### src/rtl/icap_load_sequencer.sv
// icap_load_sequencer
//   Frames a UART byte stream into a bitstream load and drives the ICAP write
//   port. A load is: 32-bit magic sync word, length word (payload word count
//   in the LEN_W LSBs), N payload words, and a 32-bit additive checksum
//   trailer. Words are big-endian (first byte lands in bits [31:24]).
//   Payload words are buffered in a small FIFO and popped to ICAP whenever
//   icap_busy is low; each pop produces a one-cycle icap_csib=0 strobe on the
//   following cycle.
//   Optional feature macro: ICAP_BITSWAP_EN -- when defined, every byte of
//   the ICAP output word is bit-reversed (ICAPE2 bit ordering). The checksum
//   always covers the unswapped words.
module icap_load_sequencer #(
    parameter int          FIFO_DEPTH  = 16,
    parameter int          LEN_W       = 24,
    parameter logic [31:0] MAGIC       = 32'h5A5AC3C3,
    parameter int          TIMEOUT_CYC = 1000000
) (
    input  logic        i_clk,
    input  logic        i_rst,
    input  logic [7:0]  i_byte_in,
    input  logic        i_byte_valid,
    input  logic        i_abort,
    input  logic        i_icap_busy,
    output logic [31:0] o_icap_data,
    output logic        o_icap_csib,
    output logic        o_icap_rdwrb,
    output logic        o_programming_done,
    output logic        o_load_error,
    output logic [2:0]  o_err_code,
    output logic        o_loader_busy
);

    localparam int AW = $clog2(FIFO_DEPTH);
    localparam int CW = AW + 1;
    localparam int TW = $clog2(TIMEOUT_CYC + 1);

    localparam logic [2:0] ERR_NONE     = 3'd0;
    localparam logic [2:0] ERR_ZERO_LEN = 3'd1;
    localparam logic [2:0] ERR_OVERFLOW = 3'd2;
    localparam logic [2:0] ERR_CHECKSUM = 3'd3;
    localparam logic [2:0] ERR_TIMEOUT  = 3'd4;
    localparam logic [2:0] ERR_ABORT    = 3'd5;

    typedef enum logic [2:0] {
        S_IDLE,
        S_LEN,
        S_STREAM,
        S_SUM,
        S_DRAIN,
        S_DONE,
        S_ERROR
    } state_t;

    state_t           r_state;
    logic [23:0]      r_shift;
    logic [1:0]       r_bcnt;
    logic [TW-1:0]    r_idle;
    logic [LEN_W-1:0] r_len;
    logic [LEN_W-1:0] r_wcnt;
    logic [31:0]      r_sum;
    logic [31:0]      r_trailer;
    logic             r_done;
    logic             r_err;
    logic [2:0]       r_code;

    logic [31:0]      r_mem [FIFO_DEPTH];
    logic [AW-1:0]    r_wp;
    logic [AW-1:0]    r_rp;
    logic [CW-1:0]    r_cnt;

    logic [31:0]      r_icap;
    logic             r_csib;

    logic [31:0]      w_word;
    logic             w_last;
    logic             w_framing;
    logic             w_in_load;
    logic             w_writing;
    logic             w_tmo;
    logic             w_empty;
    logic             w_full;
    logic             w_pop;
    logic             w_push;
    logic             w_ovf;
    logic             w_push_ok;
    logic             w_flush;

    // Output formatting toward the ICAP primitive
    function automatic logic [31:0] f_icap_format(input logic [31:0] w);
`ifdef ICAP_BITSWAP_EN
        logic [31:0] r;
        r = '0;
        for (int b = 0; b < 4; b++) begin
            for (int i = 0; i < 8; i++) begin
                r[8*b + i] = w[8*b + 7 - i];
            end
        end
        return r;
`else
        return w;
`endif
    endfunction

    // Current byte completes a big-endian word with the three previous bytes
    assign w_word    = {r_shift, i_byte_in};
    assign w_last    = i_byte_valid && (r_bcnt == 2'd3);

    assign w_framing = (r_state == S_LEN) || (r_state == S_STREAM) || (r_state == S_SUM);
    assign w_in_load = w_framing || (r_state == S_DRAIN);
    assign w_writing = (r_state == S_STREAM) || (r_state == S_SUM) || (r_state == S_DRAIN);

    // The timeout fires on the idle cycle that completes TIMEOUT_CYC silent clocks
    assign w_tmo     = w_framing && !i_byte_valid && (r_idle == TW'(TIMEOUT_CYC - 1));

    assign w_empty   = (r_cnt == '0);
    assign w_full    = (r_cnt == CW'(FIFO_DEPTH));

    // No pop on a cycle that aborts or fails: the FIFO is discarded instead
    assign w_pop     = w_writing && !w_empty && !i_icap_busy && !i_abort && !w_tmo;
    assign w_push    = (r_state == S_STREAM) && w_last && !i_abort;
    assign w_ovf     = w_push && w_full && !w_pop;
    assign w_push_ok = w_push && !w_ovf;
    assign w_flush   = i_abort || w_tmo || w_ovf;

    // Framing state machine: sync hunt, length, payload, trailer, verdict
    always_ff @(posedge i_clk) begin
        if (!i_rst) begin
            r_state <= S_IDLE;
            r_shift <= '0;
            r_bcnt  <= '0;
            r_idle  <= '0;
            r_done  <= 1'b0;
            r_err   <= 1'b0;
            r_code  <= ERR_NONE;
        end else if (i_abort) begin
            r_state <= S_IDLE;
            r_shift <= '0;
            r_bcnt  <= '0;
            r_done  <= 1'b0;
            r_err   <= w_in_load;
            r_code  <= w_in_load ? ERR_ABORT : ERR_NONE;
        end else begin
            case (r_state)
                S_IDLE: begin
                    // Clears the one-cycle abort indication
                    r_err  <= 1'b0;
                    r_code <= ERR_NONE;
                    if (i_byte_valid) begin
                        r_shift <= w_word[23:0];
                        if (w_word == MAGIC) begin
                            r_state <= S_LEN;
                            r_bcnt  <= '0;
                            r_idle  <= '0;
                        end
                    end
                end

                S_LEN, S_STREAM, S_SUM: begin
                    if (w_tmo) begin
                        r_state <= S_ERROR;
                        r_err   <= 1'b1;
                        r_code  <= ERR_TIMEOUT;
                    end else if (!i_byte_valid) begin
                        r_idle <= r_idle + TW'(1);
                    end else begin
                        r_idle  <= '0;
                        r_shift <= w_word[23:0];
                        r_bcnt  <= r_bcnt + 2'd1;
                        if (r_bcnt == 2'd3) begin
                            case (r_state)
                                S_LEN: begin
                                    r_len <= w_word[LEN_W-1:0];
                                    if (w_word[LEN_W-1:0] == '0) begin
                                        r_state <= S_ERROR;
                                        r_err   <= 1'b1;
                                        r_code  <= ERR_ZERO_LEN;
                                    end else begin
                                        r_state <= S_STREAM;
                                        r_sum   <= '0;
                                        r_wcnt  <= '0;
                                    end
                                end
                                S_STREAM: begin
                                    if (w_ovf) begin
                                        r_state <= S_ERROR;
                                        r_err   <= 1'b1;
                                        r_code  <= ERR_OVERFLOW;
                                    end else begin
                                        r_sum  <= r_sum + w_word;
                                        r_wcnt <= r_wcnt + LEN_W'(1);
                                        if (r_wcnt + LEN_W'(1) == r_len) begin
                                            r_state <= S_SUM;
                                        end
                                    end
                                end
                                default: begin
                                    r_trailer <= w_word;
                                    r_state   <= S_DRAIN;
                                end
                            endcase
                        end
                    end
                end

                S_DRAIN: begin
                    // Verdict only once every buffered word has gone out
                    if (w_empty) begin
                        if (r_trailer == r_sum) begin
                            r_state <= S_DONE;
                            r_done  <= 1'b1;
                        end else begin
                            r_state <= S_ERROR;
                            r_err   <= 1'b1;
                            r_code  <= ERR_CHECKSUM;
                        end
                    end
                end

                default: begin
                    // DONE and ERROR are sticky until abort or reset
                end
            endcase
        end
    end

    // Payload FIFO storage (data only, no reset needed)
    always_ff @(posedge i_clk) begin
        if (w_push_ok) begin
            r_mem[r_wp] <= w_word;
        end
    end

    // FIFO pointers and occupancy; abort or failure discards buffered words
    always_ff @(posedge i_clk) begin
        if (!i_rst) begin
            r_wp  <= '0;
            r_rp  <= '0;
            r_cnt <= '0;
        end else if (w_flush) begin
            r_wp  <= '0;
            r_rp  <= '0;
            r_cnt <= '0;
        end else begin
            if (w_push_ok) begin
                r_wp <= r_wp + AW'(1);
            end
            if (w_pop) begin
                r_rp <= r_rp + AW'(1);
            end
            r_cnt <= r_cnt + CW'(w_push_ok) - CW'(w_pop);
        end
    end

    // ICAP strobe: one csib=0 cycle per popped word, data held between strobes
    always_ff @(posedge i_clk) begin
        if (!i_rst) begin
            r_csib <= 1'b1;
            r_icap <= '0;
        end else begin
            r_csib <= !w_pop;
            if (w_pop) begin
                r_icap <= f_icap_format(r_mem[r_rp]);
            end
        end
    end

    assign o_icap_data        = r_icap;
    assign o_icap_csib        = r_csib;
    assign o_icap_rdwrb       = !w_writing;
    assign o_programming_done = r_done;
    assign o_load_error       = r_err;
    assign o_err_code         = r_code;
    assign o_loader_busy      = w_in_load;

endmodule

### config.mk
export PLATFORM = sky130hd
export DESIGN_NAME = icap_load_sequencer
export DESIGN_NICKNAME = d
export VERILOG_FILES = /design/src/rtl/icap_load_sequencer.sv
export SDC_FILE = /design/constraint.sdc
export NUM_CORES = 1
export LEC_CHECK = 0
export BUFFER_PORTS_ARGS = -buffer_cell sky130_fd_sc_hd__buf_2
export CELL_PAD_IN_SITES_DETAIL_PLACEMENT = 1
export CELL_PAD_IN_SITES_GLOBAL_PLACEMENT = 2
export CORE_MARGIN = 1
export CORE_UTILIZATION = 35
export DETAILED_ROUTE_END_ITERATION = 7
export PLACE_DENSITY = 0.73
export SLEW_MARGIN = 0
export SYNTH_ARGS = -nofsm -noshare
export SYNTH_HDL_FRONTEND = slang
export SYNTH_SLANG_ARGS = --single-unit
### constraint.sdc
create_clock -name i_clk -period 9.1 [get_ports i_clk]
set_clock_uncertainty 0.2 [all_clocks]
set_input_delay 0 -clock i_clk [delete_from_list [all_inputs] [get_ports i_clk]]
set_output_delay 0 -clock i_clk [all_outputs]
set_load 0.02 [all_outputs]
# [Yosys cells after proc, flatten, opt, wreduce, memory -nomap -nowiden]
# Memories as Yosys holds them, arrays and structs flattened. A register that Yosys moved wholly into a read port is not among the register bits.
# Index checks and enable logic that the tools add are counted.
[totals] elab_cells=157 out_inout_bits=40 ramBits=512 n_memories=1 inputBits=13 reg_bits=180
[op_classes] addsub=8 n_eq_ne=27 reduce_logical=48 n_mux=54 bitwise_logic=4
[mem_list] memory="r_mem" words=16 word_bits=32 read_ports=1 rd_clocked_by_memory_dff=1 write_ports=1 line_no="66" source="logic [31:0] r_mem [FIFO_DEPTH];"
[op_table] cell="two-way mux 24 bit" n=4
[op_table] cell="one-hot mux 24 bit (2 select lines)" n=2
[op_table] cell="two-way mux 20 bit" n=4
[op_table] cell="two-way mux 32 bit" n=2
[op_table] cell="one-hot mux 32 bit (2 select lines)" n=1
[op_table] cell="two-way mux 3 bit" n=18
[op_table] cell="one-hot mux 20 bit (2 select lines)" n=1
[op_table] cell="adder 32 bit" n=1
[op_table] cell="== test 32 x 31 -> 1 bit (second input constant)" n=1
[op_table] cell="== test 32 bit" n=1
[op_table] cell="adder 24 x 1 -> 24 bit (second input constant)" n=1
[op_table] cell="== test 24 bit" n=1
[op_table] cell="logical NOT 24 bit" n=1
[op_table] cell="AND reduction 7 bit" n=3
[op_table] cell="adder 20 x 1 -> 20 bit (second input constant)" n=1
[op_table] cell="== test 20 bit (second input constant)" n=1
[op_table] cell="inequality test 5 bit (second input constant)" n=4
[op_table] cell="one-hot mux 3 bit (3 select lines)" n=2
[op_table] cell="inequality test 2 bit (second input constant)" n=7
[op_table] cell="logical AND 1 bit" n=12
[op_table] cell="inequality test 3 bit (second input constant)" n=4
[op_table] cell="one-hot mux 3 bit (2 select lines)" n=2
[op_table] cell="two-way mux 1 bit" n=10
[op_table] cell="two-way mux 2 bit" n=5
[op_table] cell="other kinds (28)" n=52

# [Logic depth before layout (Yosys ltp)]
# Gate-level depths: netlist of the first run.
[logic_depth] depth_word=16 ltp_mapped=18 mapped_depth_nobuf=18

# [Least setup slack after synthesis of the first run]
# No wires, ideal clock.
[synth_path] path_kind="register -> register" startpoint="register r_state[0]" endpoint="register r_sum[0] (enable)" path_buffers=1 t_required_ns=8.292 slack_ns=1.226 setup_ns=0.608 stages_incl_launch_ff=9 synth_period_minus_slack_ns=7.874 arrival_time_ns=7.065 path_cell_list="dfxtp_1 > buf_6 > nor2_2 > mux2i_1 > nor3_1 > nand3_2 > nand4_1 > nand3_1 > nor4_1"
[synth_via] elab_chain_len=11 elab_cells_between_ends=26 classes_between="eq/ne: 6; bitwise: 1; reduce/logical: 19"
[synth_lines] element="start: declaration" line_no="54" source="state_t r_state;"
[synth_lines] element="start signal: assignment" line_no="128" source="r_state <= S_IDLE;"
[synth_lines] element="start signal: assignment" line_no="136" source="r_state <= S_IDLE;"
[synth_lines] element="start signal: assignment" line_no="151" source="r_state <= S_LEN;"
[synth_lines] element="== test 3 x 2 -> 1 bit (tied with other cells)"
[synth_lines] element="logical OR 1 bit (on tied branches) (2 in series)" line_no="110, 108"
[synth_lines] element="logical AND 1 bit (on tied branches) (2 in series)" line_no="119, 113"
[synth_lines] element="logical AND 1 bit or logical NOT 1 bit (tied branches)" line_no="119" source="assign w_pop = w_writing && !w_empty && !i_icap_busy && !i_abort && !w_tmo;"
[synth_lines] element="logical AND 1 bit" line_no="119"
[synth_lines] element="logical NOT 1 bit" line_no="121" source="assign w_ovf = w_push && w_full && !w_pop;"
[synth_lines] element="logical AND 1 bit" line_no="121"
[synth_lines] element="inequality test 2 bit (no source line)"
[synth_lines] element="AND reduction 9 bit (no source line) *"
[synth_lines] element="end signal: assignment" line_no="189" source="r_sum <= r_sum + w_word;"
[synth_lines] element="end: declaration" line_no="60" source="logic [31:0] r_sum;"
# Mark *: on every way between the ends. The rest lies on a longest branch, timed or not.
# A chain may end at the register's enable or synchronous reset.

# [Final worst setup path of the first run]
[layout_path] startpoint="register r_idle[0]" endpoint="register r_cnt[4]"
[layout_via] elab_chain_len=10 elab_cells_between_ends=13 classes_between="add/sub: 2; eq/ne: 1; reduce/logical: 10"
[layout_lines] element="start: declaration" line_no="57" source="logic [TW-1:0] r_idle;"
[layout_lines] element="start signal: assignment" line_no="164" source="r_idle <= r_idle + TW'(1);"
[layout_lines] element="== test 20 bit *" line_no="113" source="assign w_tmo = w_framing && !i_byte_valid && (r_idle == TW'(TIMEOUT_CYC - 1));"
[layout_lines] element="logical AND 1 bit *" line_no="113"
[layout_lines] element="logical NOT 1 bit" line_no="119"
[layout_lines] element="logical AND 1 bit" line_no="119"
[layout_lines] element="logical NOT 1 bit" line_no="121"
[layout_lines] element="logical AND 1 bit" line_no="121"
[layout_lines] element="logical NOT 1 bit" line_no="122" source="assign w_push_ok = w_push && !w_ovf;"
[layout_lines] element="logical AND 1 bit" line_no="122"
[layout_lines] element="adder 5 x 1 -> 5 bit" line_no="250" source="r_cnt <= r_cnt + CW'(w_push_ok) - CW'(w_pop);"
[layout_lines] element="subtractor 5 x 1 -> 5 bit" line_no="250"
[layout_lines] element="end signal: assignment" line_no="250"
[layout_lines] element="end: declaration" line_no="69" source="logic [CW-1:0] r_cnt;"
# Marks and branches as above.

==> results of run 1 <==
-- power breakdown --
part           internal (mW)  switching, mW  total [mW]
clock                   1.74           1.33        3.07
sequential              3.57        0.00389        3.58
combinational         0.0199         0.0599      0.0798
total                   5.33           1.39        6.72
-- cell families after synthesis --
family / Yosys count / share of synthesized area [%]
buf+inv: 116 / 1.69
mux: 168 / 12.1
compound gates: 227 / 4.63
fa+ha+maj: 46 / 1.94
simple gates: 499 / 8.06
flops: 724 / 68.2
xor+xnor: 109 / 3.40
-- flip-flops by register name, indices dropped and copies added, names as in the netlist, 4 cells and up --
register	flops
r_wcnt	24
r_wp	4
r_cnt	5
r_shift	24
o_icap_data	32
r_len	24
r_idle	20
r_sum	32
r_mem	512
r_trailer	32
r_rp	4
-- placed cells by master (no fill, tap or decap), types with 20 or more instances in the layout --
master     count
xnor2_1       72
nand4_1       32
edfxtp_1     624
buf_2         52
dfxtp_1       96
buf_4         35
a21oi_1      106
clkbuf_16     77
nor2_1        90
xor2_1        32
mux4_2       160
inv_1         28
o21ai_0       34
nand2_1      179
nor4_1        20
nand3_1       39
nor3_1        28
ha_1          44
-- metal layers --
layer / up-vias / global-route usage [%] / wire length [um]
met5: - / 0 / 0
met4: 0 / 4.49 / 1620
met3: 102 / 3.58 / 4660
met2: 454 / 28.4 / 37100
met1: 9074 / 25.0 / 35300
li1: 7597 / - / -
-- through the flow --
step           instances  utilization [%]  power [mW]
2_1_floorplan       1889                -        3.68
4_1_cts             3186             40.6        6.80
6_report            3187             40.6        6.72
3_3_place_gp        3034             37.5        3.72
3_5_place_dp        3034             37.5        3.72
5_1_grt             3186             40.6        6.90
-- critical path: stages, from the launching register on --
cell and delay (ns):
dfxtp_1 0.36, ha_1 0.29, or4b_2 0.63, nor3_2 0.37, nand3_2 0.25, nand3_2 0.13, buf_4 0.38, a31oi_1 0.15
buf_4 0.19, nand2_1 0.07, nand2_1 0.06, ha_1 0.19, inv_1 0.07, fa_1 0.19, inv_1 0.05, a21oi_1 0.18
nor2_1 0.06, nor2_1 0.12, xnor2_1 0.13, nor2_1 0.05
-- final timing paths --
path / start / end / slack, ns / cells after the start
setup / recovery: r_idle[0]$_SDFFE_PN0P_ / r_cnt[4]$_SDFF_PP0_ / 4.81 / 19
hold / removal: i_icap_busy / o_icap_csib$_SDFF_PN1_ / 0.08 / 4
setup reg to reg: r_idle[0]$_SDFFE_PN0P_ / r_cnt[4]$_SDFF_PP0_ / 4.81 / 19
hold reg to reg: o_icap_data[8]$_SDFFE_PN0N_ / o_icap_data[8]$_SDFFE_PN0N_ / 0.25 / 2
-- cell type report --
class	instances	share of cell area, %
antenna	1	0.00720
clock buffer	101	5.95
clock inverter	36	1.13
inverter	29	0.313
multi-input combinational	1049	26.8
sequential	724	59.7
tap	1144	4.12
timing repair buffer	103	1.99
==> results.cfg, run 1 <==
[worst_setup_path]
cp_max_fo = 37
end_kind = flop
start_kind = flop
cp.required_ns = 9.40
crit_type = flop to flop
cp.arrival_ns = 4.59

[synthesis]
ys_seq_elements = 724
mappedNetlistArea_mm2 = 0.0304
avgSynthCellArea_um2 = 16.1
async_reset_ff_share_pct = 0
synth_enable_flop_cells = 624
ys_types = 82
synth_ff_type = edfxtp_1
ys_warn_count = 0
synth_top_area_cell = edfxtp_1
yosysMostFrequentCell = edfxtp_1
syn_nets = 1948
syn_inst = 1889
synthTopCellsByCount = 624 x edfxtp_1, 179 x nand2_1, 160 x mux4_2, 106 x a21oi_1, 102 x nor2_1
netlist.area_leader.share_pct = 61.6
synth_area_leaders = edfxtp_1 62%, mux4_2 12%, dfxtp_1 6.6%, nand2_1 2.2%, xnor2_1 2.1%
ys_seq_area_share_pct = 68.2

[status]
status = finished clean

[drt]
viasPerCell = 5.41
dr.pass1.iters = 5
wire_per_inst_um = 24.7
drc_errors = 0
vias = 17227
ant_nets = 0
drtIter0Drc = 1113
wirelength_um = 78700

[global_routing]
grt_max_degree = 101
grt_pass1_vias = 18376
grt_use_total_pct = 17.8
overflow = 0
antenna_found_initial = 4
grt_pass1_wl_um = 118000

[timing]
relSlewSlack_pct = 15.0
finalSetupTns_ns = 0
whs_ns = 0.0765
rsz0062_at_grt = false
slew_violations = 0
worst_slack_ns = 4.81
worst_slew_pin_slew_ns = 1.27
period_minus_slack_ns = 4.29
post-route-period-util_pct = 47.1
setup_viol = 0
final-hold-violation-count = 0
clock.fmax_ghz = 0.233

[cts]
cts_resized = 0
numCtsBuffers = 77
cts_setup_buffers = 0
clockBufferDepth = 3
cts_tree = built
root_buffer = clkbuf_16
htree_levels = 3
clock_sinks = 724
cts.hold.buffers_added = 15
insertion_delay_ns = 0.64
clkTransAtPathRegs_ns = 0.06

[min_path]
hp-class = input pin to flop

[floorplan]
dieArea_mm2 = 0.0881
die_w_um = 297
die_height_um = 297
num_rows = 107
initial_core_util_pct = 35.5
core-area_mm2 = 0.0857
ioPinCount = 53

[power]
ir_worst_vdd_uv = 126
power.leakage_nw = 11.0
power.density_mw_per_mm2 = 193

[final_layout]
drive_above_1_share_pct = 20.3
nNetsFinal = 2043
fin_area_mm2 = 0.0348
fillCellCount = 8600
multi_input_area_mm2 = 0.00931
area_growth_pct = 14.2
seqCellArea_mm2 = 0.0207

[placement]
gp_congestion = 0.812
hpwlAfterDp_um = 48900
dp_slack_ns = 4.71
placed_area_mm2 = 0.0321
port_buffers = 52

[run]
cap_violations = 0
Note: power is estimated with default switching activity, not from simulation.
==> inputs of run 2 (changes only) <==
- clock period: 9.1 -> 4.1 ns (I/O delays scaled with it)
==> run 2 against run 1 <==
Compared with the run above:
- combinational power increased by 130%
- sequential share of layout area decreased by 1.0 points
- die area unchanged
- wire length increased by 2.6%
- maximum frequency increased by 12%
- first-iteration DRC count increased by 25%
- register-to-register slack got worse by 4.5 ns
- hold slack improved by 0.021 ns
- clock power increased by 130%
==> results.cfg, run 2 (same netlist as run 1, synthesis figures left out) <==
[status]
status = finished clean

[drt]
viasPerCell = 5.39
wire_per_inst_um = 25.0
ant_nets = 0
wirelength_um = 80800
drtIter0Drc = 1392
vias = 17437
drc_errors = 0
dr.pass1.iters = 5

[placement]
gp_congestion = 0.811
dpl.cell_count = 3073
placed_area_mm2 = 0.0326
hpwlAfterDp_um = 50300
port_buffers = 52
dp_slack_ns = 0.284

[floorplan]
die_w_um = 297
die_height_um = 297
core-area_mm2 = 0.0857
num_rows = 107
dieArea_mm2 = 0.0881
ioPinCount = 53
initial_core_util_pct = 35.5

[timing]
whs_ns = 0.0978
slew_violations = 0
period_minus_slack_ns = 3.83
final-hold-violation-count = 0
setup_viol = 0
worst_slew_pin_slew_ns = 1.18
rsz0062_at_grt = false
clock.fmax_ghz = 0.261
finalSetupTns_ns = 0
worst_slack_ns = 0.268
post-route-period-util_pct = 93.5
relSlewSlack_pct = 21.0

[final_layout]
nNetsFinal = 2083
fin_util_pct = 41.3
largest_register_ff_count = 512
seqCellArea_mm2 = 0.0207
multi_input_area_mm2 = 0.00937
fillCellCount = 8561
drive_above_1_share_pct = 22.0
largest-register = r_mem
instances_no_fill = 3233
final_common_cell = edfxtp_1
fin_area_mm2 = 0.0353
area_growth_pct = 16.2
final_cell_mix = 624 x edfxtp_1, 179 x nand2_1, 160 x mux4_2

[global_routing]
overflow = 0
antenna_found_initial = 1
grt_pass1_vias = 18750
grt_pass1_wl_um = 122000
grt_use_total_pct = 18.4
grt_max_degree = 59

[run]
cap_violations = 0

[worst_setup_path]
start_kind = flop
cp.arrival_ns = 4.17
cp_max_fo = 35
end_kind = flop
cp.required_ns = 4.44
crit_type = flop to flop

[power]
seq_power_share_pct = 52.0
ir_worst_vdd_uv = 297
total_power_mw = 15.3
p_comb_share_pct = 1.2
switching_power_mw = 3.06
p_clk_share_pct = 46.8
switching_share_pct = 20.1
internal_power_mw = 12.2
power.leakage_nw = 11.3
power.density_mw_per_mm2 = 432

[cts]
clock_sinks = 724
root_buffer = clkbuf_16
clkTransAtPathRegs_ns = 0.06
clockBufferDepth = 3
numCtsBuffers = 77
insertion_delay_ns = 0.63
cts_resized = 0
htree_levels = 3
cts_tree = built

[min_path]
hp-class = input pin to flop
==> run 2: cell types whose count changed in the layout (fill, tap and decap cells not counted), moves of 2 or more <==
cell	previous run	this run
clkinv_2	12	10
nor3_2	5	3
nor4_4	1	3
clkbuf_1	19	23
nor3_4	0	4
clkinv_8	2	0
buf_12	1	8
nor4_2	3	1
buf_4	35	67
nor3_1	28	26
clkbuf_16	77	79
bufinv_16	4	9
==> run 2: cell type report <==
cell class / count / share of cell area (%)
Clock buffer: 106 / 5.99
Timing Repair Buffer: 143 / 3.07
Clock inverter: 37 / 1.37
Inverter: 29 / 0.308
Antenna cell: 1 / 0.00708
Tap cell: 1144 / 4.05
Multi-Input combinational cell: 1049 / 26.5
Sequential cell: 724 / 58.7
==> run 2: layer usage <==
layer  routed length, um  vias up  global-route usage (%)  share of wire (%)
li1                    -     7678                       -                  -
met1               34900     9236                    24.4                 43
met2               41100      419                    31.6                 51
met3                3240      104                    2.65                4.0
met4                1550        0                    4.33                1.9
met5                   0        -                       0                  0
==> run 2: worst paths after layout <==
path / start / to / slack, ns / depth (start not counted)
worst max-delay path: r_idle[0]$_SDFFE_PN0P_ / o_err_code[0]$_SDFFE_PN0P_ / 0.27 / 10
worst min-delay path: i_abort / o_err_code[0]$_SDFFE_PN0P_ / 0.1 / 4
worst max register to register: r_idle[0]$_SDFFE_PN0P_ / o_err_code[0]$_SDFFE_PN0P_ / 0.27 / 10
worst min register to register: o_icap_data[26]$_SDFFE_PN0N_ / o_icap_data[26]$_SDFFE_PN0N_ / 0.25 / 2
==> run 2: power groups by stage <==
stage          Sequential [mW]  Combinational (mW)  Clock (mW)
5_1_grt                   7.93               0.196        7.54
3_5_place_dp              8.09               0.170           0
3_3_place_gp              8.09               0.164           0
2_1_floorplan             8.10              0.0658           0
6_report                  7.93               0.182        7.15
4_1_cts                   7.93               0.182        7.31
==> run 2: worst max-delay path, stage by stage (launching register included) <==
cell and delay, ns:
dfxtp_1 0.36, ha_1 0.28, or4b_2 0.63, nor3_2 0.31
nand3_2 0.25, nand3_2 0.17, buf_4 0.46, a41oi_2 0.25
a221o_1 0.37, a211o_1 0.29, a31oi_1 0.17
==> run 2: what timing repair did <==
| item | 4_1_cts | 5_1_grt |
|---|---|---|
| endpoints found under the hold margin | 242 | 0 |
| buffers inserted | 0 | 0 |
| hold buffers | 16 | 0 |
==> inputs of run 3 (changes only) <==
- CORE_UTILIZATION: 35 -> 47
- PLACE_DENSITY: 0.73 -> 0.9
==> run 3 against run 2 <==
Compared with the run above:
- maximum frequency shrank 2.0%
- design area shrank 1.8%
- non-clock buffer count shrank 8
- clock power shrank 4.9%
- total power shrank 2.3%
- global-route usage grew 7.0 points
- register-to-register slack lost 0.08 ns
- combinational power is essentially flat
- via count grew 2.7%
==> results.cfg, run 3 (same netlist as run 1, synthesis figures left out) <==
[placement]
port_buffers = 52
dpl.cell_count = 2769
gp_congestion = 0.837
dp_slack_ns = 0.242
placed_area_mm2 = 0.0321
hpwlAfterDp_um = 49900

[run]
cap_violations = 0

[drt]
ant_nets = 0
wirelength_um = 82500
wire_per_inst_um = 28.3
drtIter0Drc = 1599
drc_errors = 0
viasPerCell = 6.13
dr.pass1.iters = 5
vias = 17907

[final_layout]
largest-register = r_mem
fin_area_mm2 = 0.0347
instances_no_fill = 2919
final_common_cell = edfxtp_1
fin_util_pct = 54.6
nNetsFinal = 2072
final_cell_mix = 624 x edfxtp_1, 179 x nand2_1, 160 x mux4_2
drive_above_1_share_pct = 21.6
diodes = 0
area_growth_pct = 14.1
largest_register_ff_count = 512

[cts]
clock_sinks = 724
clockBufferDepth = 3
cts_tree = built
numCtsBuffers = 74
htree_levels = 3
root_buffer = clkbuf_16
insertion_delay_ns = 0.63
clkTransAtPathRegs_ns = 0.06
cts_setup_buffers = 0

[timing]
slew_violations = 0
worst_slack_ns = 0.189
period_minus_slack_ns = 3.91
final-hold-violation-count = 0
clock.fmax_ghz = 0.256
worst_slew_pin_slew_ns = 1.38
setup_viol = 0
whs_ns = 0.0848
relSlewSlack_pct = 7.74
post-route-period-util_pct = 95.4

[min_path]
hp-class = input pin to flop
hold_depth = 4

[worst_setup_path]
end_kind = flop
r2r_slack_ns = 0.19
cp.required_ns = 4.20
endpoint = r_mem[0][31]$_DFFE_PP_
crit_start = r_cnt[2]$_SDFF_PP0_
rr_worst_depth = 11
cp_max_fo = 17
cp.arrival_ns = 4.01
start_kind = flop
crit_type = flop to flop
r2r_end = r_mem[0][31]$_DFFE_PP_
rr_startpoint = r_cnt[2]$_SDFF_PP0_

[status]
status = finished clean

[global_routing]
overflow = 0
grt_use_total_pct = 25.4
grt_pass1_wl_um = 122000
grt_max_degree = 57
antenna_found_initial = 3
grt_pass1_vias = 19072

[power]
ir_worst_vdd_uv = 294
power.density_mw_per_mm2 = 430
power.leakage_nw = 11.2

[floorplan]
die_w_um = 256
num_rows = 92
dieArea_mm2 = 0.0658
ioPinCount = 53
initial_core_util_pct = 47.9
core-area_mm2 = 0.0635
die_height_um = 256
[run 3: cell types whose count changed in the layout (fill, tap and decap cells not counted), moves of 2 or more]
| cell | previous run | this run |
|---|---|---|
| dlygate4sd3_1 | 16 | 14 |
| buf_4 | 67 | 63 |
| bufinv_16 | 9 | 2 |
| buf_12 | 8 | 6 |
| clkinv_1 | 10 | 6 |
| clkbuf_8 | 4 | 10 |
| clkinvlp_4 | 2 | 0 |
[run 3: layout make-up]
cell class,instances,area (um2)
Fill cell,5953,28800
Sequential cell,724,20700
Multi-Input combinational cell,1049,9360
Clock buffer,112,2180
Tap cell,846,1060
Timing Repair Buffer,135,993
Clock inverter,24,259
Inverter,29,109
[run 3: worst min path at each step]
stage | startpoint | slack [ns] | end
after floorplan | i_byte_in[0] | -0.10 | r_len[0]$_DFFE_PP_
after global placement | i_rst | 0.1 | o_err_code[2]$_SDFFE_PN0P_
after detailed placement | i_rst | 0.15 | o_err_code[2]$_SDFFE_PN0P_
after CTS | i_abort | 0.06 | o_err_code[0]$_SDFFE_PN0P_
after global routing | i_icap_busy | 0.1 | o_icap_csib$_SDFF_PN1_
final | i_abort | 0.08 | o_err_code[0]$_SDFFE_PN0P_
[run 3: critical path, stage by stage (launching register included)]
cell	delay [ns]
dfxtp_1	0.34
inv_1	0.07
ha_1	0.19
nor3b_1	0.17
nor2b_1	0.21
nor3_2	0.24
nand3_2	0.18
a31oi_1	0.25
buf_4	0.20
nand2_1	0.13
nor3_4	0.93
buf_4	0.47
[run 3: metrics by stage]
stage / setup TNS, ns / power, mW
4_1_cts: 0 / 15.0
3_5_place_dp: 0 / 8.26
3_3_place_gp: 0 / 8.25
6_report: 0 / 14.9
2_1_floorplan: -0.631 / 8.16
5_1_grt: 0 / 15.3
[run 3: routing by layer]
metal  wire (um)  GRT usage (%)  vias to the layer above
met1       31800           31.6                     9335
met5          13              0                        -
met4        3180           9.92                        2
met2       41800           43.6                      726
li1            -              -                     7653
met3        5680           5.04                      191
[run 3: what timing repair did]
action	in CTS	in global routing
setup endpoints to repair	0	1
hold buffers	14	0
gates resized for setup	0	4
hold endpoints to repair	236	0
[run 3: report_power, final]
| group | internal (mW) | total, mW | switching (mW) |
|---|---|---|---|
| Sequential | 7.92 | 7.93 | 0.00674 |
| Combinational | 0.0491 | 0.183 | 0.134 |
| Clock | 3.85 | 6.80 | 2.94 |
